===== config.mk =====
export PLATFORM = sky130hd
export DESIGN_NAME = obq_ctrl
export DESIGN_NICKNAME = d
export VERILOG_FILES = /design/src/rtl/obq_ctrl.sv
export SDC_FILE = /design/constraint.sdc
export NUM_CORES = 1
export LEC_CHECK = 0
export CORE_MARGIN = 3
export CORE_UTILIZATION = 56
export DETAILED_ROUTE_END_ITERATION = 16
export GPL_ROUTABILITY_DRIVEN = 0
export PLACE_DENSITY_LB_ADDON = 0.15
export SLEW_MARGIN = 20
export SYNTH_ARGS = -nofsm -noshare
export SYNTH_HDL_FRONTEND = slang
export SYNTH_SLANG_ARGS = --single-unit

===== constraint.sdc =====
create_clock -name clock_i -period 8.85 [get_ports clock_i]
set_input_delay 1.77 -clock clock_i [delete_from_list [all_inputs] [get_ports clock_i]]
set_output_delay 1.77 -clock clock_i [all_outputs]
set_load 0.05 [all_outputs]

===== src/rtl/obq_ctrl.sv =====
// obq_ctrl: branch-history queue controller with shadow pointers, recovery stall FSM and retire FIFO.
// All queue commands are registered; fetch_grant, busy and retire_ready are combinational.
module obq_ctrl #(
    parameter int OBQ_SIZE = 16,
    parameter int BH_W = 8,
    parameter int RCV_CYC = 2,
    parameter int RQ_DEPTH = 4,
    localparam int IW = $clog2(OBQ_SIZE)
) (
    input  logic            clock_i,
    input  logic            reset_i,
    input  logic            fetch_req_i,
    input  logic [BH_W-1:0] fetch_row_i,
    output logic            fetch_grant_o,
    output logic [IW-1:0]   fetch_tag_o,
    input  logic            mispred_valid_i,
    input  logic [IW-1:0]   mispred_tag_i,
    input  logic            retire_valid_i,
    input  logic [IW-1:0]   retire_tag_i,
    output logic            retire_ready_o,
    output logic            obq_write_en_o,
    output logic [BH_W-1:0] obq_bh_row_o,
    output logic            obq_clear_en_o,
    output logic [IW-1:0]   obq_index_o,
    output logic            obq_shift_en_o,
    output logic [IW-1:0]   obq_shift_index_o,
    output logic            busy_o,
    output logic [IW:0]     live_count_o,
    output logic            drop_err_o
);
    localparam int RW = $clog2(RQ_DEPTH);
    typedef enum logic {IDLE, RECOVER} state_e;
    state_e state_q, state_d;
    logic [3:0] rcnt_q, rcnt_d;
    logic [IW-1:0] head_q, head_d, tail_q, tail_d;
    logic [IW:0] live_q, live_d;
    logic [IW-1:0] rq_mem_q [RQ_DEPTH];
    logic [RW-1:0] rd_q, wr_q;
    logic [RW:0] cnt_q;
    logic [IW-1:0] m_off, r_off, r_tag;
    logic m_in, r_in, pop, push, shift;
    logic write_en_q, clear_en_q, shift_en_q, drop_err_q;
    logic [BH_W-1:0] bh_row_q;
    logic [IW-1:0] index_q, shift_index_q;
    // A tag is live when its distance from head (mod OBQ_SIZE) is below live_count.
    assign m_off = mispred_tag_i - head_q;
    assign m_in = {1'b0, m_off} < live_q;
    assign r_tag = rq_mem_q[rd_q];
    assign r_off = r_tag - head_q;
    assign r_in = {1'b0, r_off} < live_q;
    assign pop = (cnt_q != '0) & ~mispred_valid_i;
    assign shift = pop & r_in;
    assign retire_ready_o = cnt_q != (RW+1)'(RQ_DEPTH);
    assign push = retire_valid_i & retire_ready_o;
    assign busy_o = state_q == RECOVER;
    assign fetch_grant_o = (state_q == IDLE) & fetch_req_i & (live_q < (IW+1)'(OBQ_SIZE-1)) & ~mispred_valid_i;
    assign fetch_tag_o = tail_q;
    assign live_count_o = live_q;
    assign obq_write_en_o = write_en_q;
    assign obq_bh_row_o = bh_row_q;
    assign obq_clear_en_o = clear_en_q;
    assign obq_index_o = index_q;
    assign obq_shift_en_o = shift_en_q;
    assign obq_shift_index_o = shift_index_q;
    assign drop_err_o = drop_err_q;
    always_comb begin
        state_d = (state_q == RECOVER && rcnt_q == 4'd1) ? IDLE : state_q;
        rcnt_d = (rcnt_q == '0) ? '0 : rcnt_q - 4'd1;
        if (mispred_valid_i) begin
            state_d = RECOVER;
            rcnt_d = 4'(RCV_CYC);
        end
        head_d = shift ? r_tag + 1'b1 : head_q;
        tail_d = (mispred_valid_i & m_in) ? mispred_tag_i : tail_q + IW'(fetch_grant_o);
        live_d = (mispred_valid_i & m_in) ? {1'b0, m_off}
               : live_q + (IW+1)'(fetch_grant_o) - (shift ? {1'b0, r_off} + 1'b1 : '0);
    end
    always_ff @(posedge clock_i) begin
        if (reset_i) begin
            state_q <= IDLE;
            rcnt_q <= '0;
            head_q <= '0;
            tail_q <= '0;
            live_q <= '0;
            rd_q <= '0;
            wr_q <= '0;
            cnt_q <= '0;
            write_en_q <= 1'b0;
            bh_row_q <= '0;
            clear_en_q <= 1'b0;
            index_q <= '0;
            shift_en_q <= 1'b0;
            shift_index_q <= '0;
            drop_err_q <= 1'b0;
        end else begin
            state_q <= state_d;
            rcnt_q <= rcnt_d;
            head_q <= head_d;
            tail_q <= tail_d;
            live_q <= live_d;
            rd_q <= rd_q + RW'(pop);
            wr_q <= wr_q + RW'(push);
            cnt_q <= cnt_q + (RW+1)'(push) - (RW+1)'(pop);
            write_en_q <= fetch_grant_o;
            bh_row_q <= fetch_row_i;
            clear_en_q <= mispred_valid_i & m_in;
            index_q <= mispred_tag_i;
            shift_en_q <= shift;
            shift_index_q <= r_tag;
            drop_err_q <= drop_err_q | (pop & ~r_in);
        end
    end
    always_ff @(posedge clock_i) begin
        if (push) rq_mem_q[wr_q] <= retire_tag_i;
    end
endmodule


# Word level (Yosys, flattened, before mapping)
# Memory sizes are Yosys's and may differ from the RTL's. A register that Yosys moved wholly into a read port is not among the register bits.
# Cells that the tools add are included.
# classes
n_addsub	12
n_reduce_logical	6
n_eq_ne	2
magnitude_cmp	3
muxes	10
n_bitwise	12
# op_table
op	count
4-bit by 5-bit less-than comparator with 1-bit output	2
1-bit bitwise AND	8
4-bit 2-to-1 mux	2
4-bit subtractor	2
2-bit 2-to-1 mux	3
4-bit by 1-bit adder with 5-bit output, second input constant	1
5-bit by 1-bit adder with 5-bit output	1
5-bit by 4-bit less-than comparator with 1-bit output, second input constant	1
5-bit 2-to-1 mux	1
5-bit subtractor	1
2-bit by 1-bit adder with 2-bit output	2
4-bit by 1-bit adder with 4-bit output	1
4-bit by 1-bit adder with 4-bit output, second input constant	1
4-bit by 1-bit == test with 1-bit output, second input constant	1
4-bit zero test	1
1-bit 2-to-1 mux	4
4-bit by 1-bit subtractor with 4-bit output, second input constant	1
3-bit by 1-bit adder with 3-bit output	1
3-bit != test, second input constant	1
1-bit inverter	3
3-bit nonzero test	1
3-bit OR reduction	1
3-bit by 1-bit subtractor with 3-bit output	1
2-bit nonzero test	1
3 further kinds	3
# totals
in_bits	21
memories	1
reg_bits	45
ram_bits	16
# memory_table
name	depth	width	read_ports	rd_ports_with_merged_regs	wr	line_no	source
rq_mem_q	4	4	1	1	1	37	logic [IW-1:0] rq_mem_q [RQ_DEPTH];

# Logic depth before layout (Yosys ltp)
# depth
depth_word	7
mapped_depth	20
mapped_depth_nobuf	20

# Worst setup path after synthesis
# Ideal clock, no wire load.
# synth_path
kind	register -> register
from	reg rd_q[0] (netlist name)
to	reg live_q[4] (netlist: live_count_o[4])
path_stages_with_launch	18
arrival_ns	4.538
setup_ns	0.121
setup_slack_ns	4.191
cell_sequence	dfxtp_1 > mux4_1 > ha_1 > a21o_1 > a31oi_1 > xnor3_2 > ha_1 > a211oi_1 > o21a_1 > clkbuf_1 > nand2_1 > ha_1 > fa_1 > a21o_1 > a21oi_1 > xnor2_1 > nor3b_1 > mux2_4
# synth_lines
element	line_no	source
end signal, assigned	100	live_q <= live_d;
end, declared	36	logic [IW:0] live_q, live_d;

# Worst setup path after layout
# layout_path
from	in mispred_valid_i
to	out fetch_grant_o
# layout_between
elab_chain_len	2
# layout_lines
element	line_no	source
start, declared	16	input logic mispred_valid_i,
1-bit inverter	56	assign fetch_grant_o = (state_q == IDLE) & fetch_req_i & (live_q < (IW+1)'(OBQ_SIZE-1)) & ~mispred_valid_i;
1-bit bitwise AND	56	
end, declared	14	output logic fetch_grant_o,
# Every way passes these cells.

==> metrics.csv <==
stage,metric,value,unit
die,dieArea,6050,um^2
critical_path,cp.arrival,3600,ps
sta,slew_viol_final,0,
route,num_vias,2018,
critical_path,crit_path_end_kind,primary output,
critical_path,crit_top_cell,clkdlybuf4s50_1,
critical_path,cpPeakStageDelay,830,ps
sta,final.setup.worst_slack,3480,ps
global_routing,grt_pass1_vias,2074,
logic_synthesis,syn-instance-count,263,
logic_synthesis,ys_types,42,
sta,slew_headroom,51.6,%
logic_synthesis,ys_top_cells_by_area,"dfxtp_1 31%, edfxtp_1 17%, ha_1 12%",
die,io_pins,53,
sta,finClkSkew,9.03,ps
critical_path,crit_slowest_cell,clkdlybuf4s50_1,
sta,final.period_utilization,60.7,%
sta,tns,0,ps
die,placementRows,25,
logic_synthesis,syn_nets,316,
die,initial_core_util,59.5,%
clock_network,clkLatencyLatePin,340,ps
route,drt_wl_total,5480,um
critical_path,reg2regPathDepth,20,
clock_network,cts_resized,0,
outcome,status,"finished, final reports clean",
clock_network,cts_tree,built,
critical_path,r2r_slack,3590,ps
place,port_buffers,52,
critical_path,crit_end,fetch_grant_o,
job,cap_violations,0,
power_and_ir_drop,max-vdd-ir-drop,0.235,mV
cells_and_area,utilization,75.9,%
clock_network,cts_htree_levels,3,
sta,hold_viol,0,
cells_and_area,final_cells,391,
global_routing,grt_pass1_wl,9340,um
critical_path,worstSetupStartpointType,input pin,
logic_synthesis,netlist_area,2890,um^2
sta,setup-violations-final,0,
place,dp.cells,375,
critical_path,path_depth,4,
clock_network,cts.clk_slew.worst_paths,60,ps
clock_network,clk_path_buf_depth,2,
power_and_ir_drop,p_leak,1.47,nW
clock_network,cts-root-buf,clkbuf_8,
place,post-place-ws,3500,ps
logic_synthesis,synth_top_area_cell,dfxtp_1,
logic_synthesis,ys_warn_count,0,
critical_path,r2r_end,live_count_o[4],
route,detail_route.wl_per_cell,14.0,um
sta,rsz0062_at_grt,no,
critical_path,r2r-start,rd_q[0],
sta,worst_pin_slew,718,ps
cells_and_area,n_antenna_cell,0,
die,die_y,77.8,um
global_routing,grt_max_degree,47,
cells_and_area,drive_above_1_share,6.48,%
critical_path,critPathTopFamily,buffers and inverters,
logic_synthesis,netlist.area_leader.share,31.2,%
cells_and_area,area_delta_synth_final,27.5,%
critical_path,critPathMaxFanout,9,
clock_network,post-cts-setup-buffers,0,
logic_synthesis,synth.ff_latch_count,61,
clock_network,cts_hold_buffers,0,
critical_path,cp.buffers_inverters,2,
logic_synthesis,avgSynthCellArea,11.0,um^2
sta,fin_crit,5370,ps
die,coreArea,4850,um^2
global_routing,grt_overflow,0,
critical_path,worstSetupPathType,input pin to primary output,
cells_and_area,fin_nets,372,
route,drc_errors,0,
clock_network,numCtsBuffers,9,
route,dr.pass1.iters,4,
route,drt_iter0_drc,60,
place,hpwl,4010,um
route,viasPerCell,5.16,
clock_network,cts_sinks,61,
critical_path,crit_start,mispred_valid_i,
critical_path,required,7080,ps
critical_path,path_cells,"clkdlybuf4s50_1, nor2_1, and4_1, clkdlybuf4s50_1",
logic_synthesis,ys_seq_area_share,47.9,%
sta,fmax,186,MHz
min_path,min_path_type,register to register,
power_and_ir_drop,power_density,393,nW/um^2
route,drtAntennaViolNets,0,
global_routing,antenna_found_initial,0,
global_routing,track_usage,20.0,%
die,die_x,77.8,um
where the power goes:
group / switching [W] / internal, W
registers: 0.0000387 / 0.000343
clock network: 0.000108 / 0.000157
logic: 0.000445 / 0.000354
tightest hold or removal path: stages (launching register included):
cell and delay [ps]:
dfxtp_1 310, nand2_1 50, a21oi_1 50
per-layer routing:
layer,vias up,global-route usage [%],share of wire [%]
li1,1017,-,-
met1,946,23.6,44
met2,44,33.0,48
met3,11,5.68,4.9
met4,0,10.1,2.5
met5,-,0,0
placed cells by master (no fill, tap or decap), drive strengths merged, types with 3 or more instances in the layout:
cell and instances:
clkbuf 9, nor3 5, mux4 4, nor2b 21, inv 21, ha 28
nor3b 3, o21ai 4, nand3 6, nor2 24, clkdlybuf4s50 52, dfxtp 45
xnor2 12, a21o 4, edfxtp 16, a211oi 5, mux2i 5, xor2 4
a21boi 3, nand2 9, a21oi 11, clkinv 5, fa 4, or2 3
cell type report:
type | count | area [um^2]
clock buffers | 9 | 124
clock inverters | 7 | 90.1
fillers | 342 | 1170
inverters | 21 | 78.8
multi-input cells | 173 | 1400
flip-flops and latches | 61 | 1380
well taps | 67 | 83.8
repair buffers | 53 | 528
cell families (layout without fill, tap and decap cells):
group | count (synthesis) | in the layout | synth area share [%]
AND/OR/NAND/NOR | 81 | 81 | 14.8
flip-flops | 61 | 61 | 47.9
AO/OA/AOI/OAI | 33 | 33 | 7.20
adder cells (fa/ha/maj) | 32 | 32 | 14.9
buffers and inverters | 29 | 90 | 3.81
XOR/XNOR | 17 | 17 | 5.68
multiplexers | 10 | 10 | 5.77
synth_stat cells, drive strengths merged:
cell,number
nor4,1
a211oi,5
o21a,1
nand2b,1
and2,2
nand4,2
nor4b,1
fa,4
mux2i,5
nand3b,1
a21boi,3
nand2,9
and4,1
mux2,1
inv,21
ha,28
xor2,4
nor2,24
dfxtp,45
nor3b,3
and3,1
o22ai,1
a21o,4
o21bai,1
buf,3
o311ai,1
nand3,6
edfxtp,16
nor2b,21
xnor2,12
a21oi,11
o21ai,4
a31oi,2
clkbuf,5
xnor3,1
mux4,4
nor3,5
or2,3
how the worst min path moves through the flow:
stage                     depth (start not counted)  startpoint  slack, ps   endpoint
final                                             2   head_q[1]        460  head_q[1]
after global routing                              2   head_q[1]        500  head_q[1]
after CTS                                         2   head_q[1]        470  head_q[1]
after detailed placement                          2   head_q[1]        460  head_q[1]
after global placement                            2   head_q[1]        440  head_q[1]
after floorplan                                   2   head_q[1]        440  head_q[1]
sequential cells by signal, indices dropped and copies added, names as in the netlist, 2 cells and up:
| register | flops |
|---|---|
| cnt_q | 3 |
| live_count_o | 5 |
| obq_shift_index_o | 4 |
| obq_bh_row_o | 8 |
| head_q | 4 |
| obq_index_o | 4 |
| rq_mem_q | 16 |
| wr_q | 2 |
| rd_q | 2 |
| fetch_tag_o | 4 |
| rcnt_q | 4 |
metrics by stage:
step | total power (W) | area (um^2) | hold WS, ps
2_1_floorplan | 0.000997 | 2890 | 436
3_3_place_gp | 0.00115 | 3470 | 444
3_5_place_dp | 0.00118 | 3470 | 456
4_1_cts | 0.00145 | 3680 | 466
5_1_grt | 0.00156 | 3680 | 502
6_report | 0.00145 | 3680 | 458
Note: power is estimated with default switching activity, not from simulation.
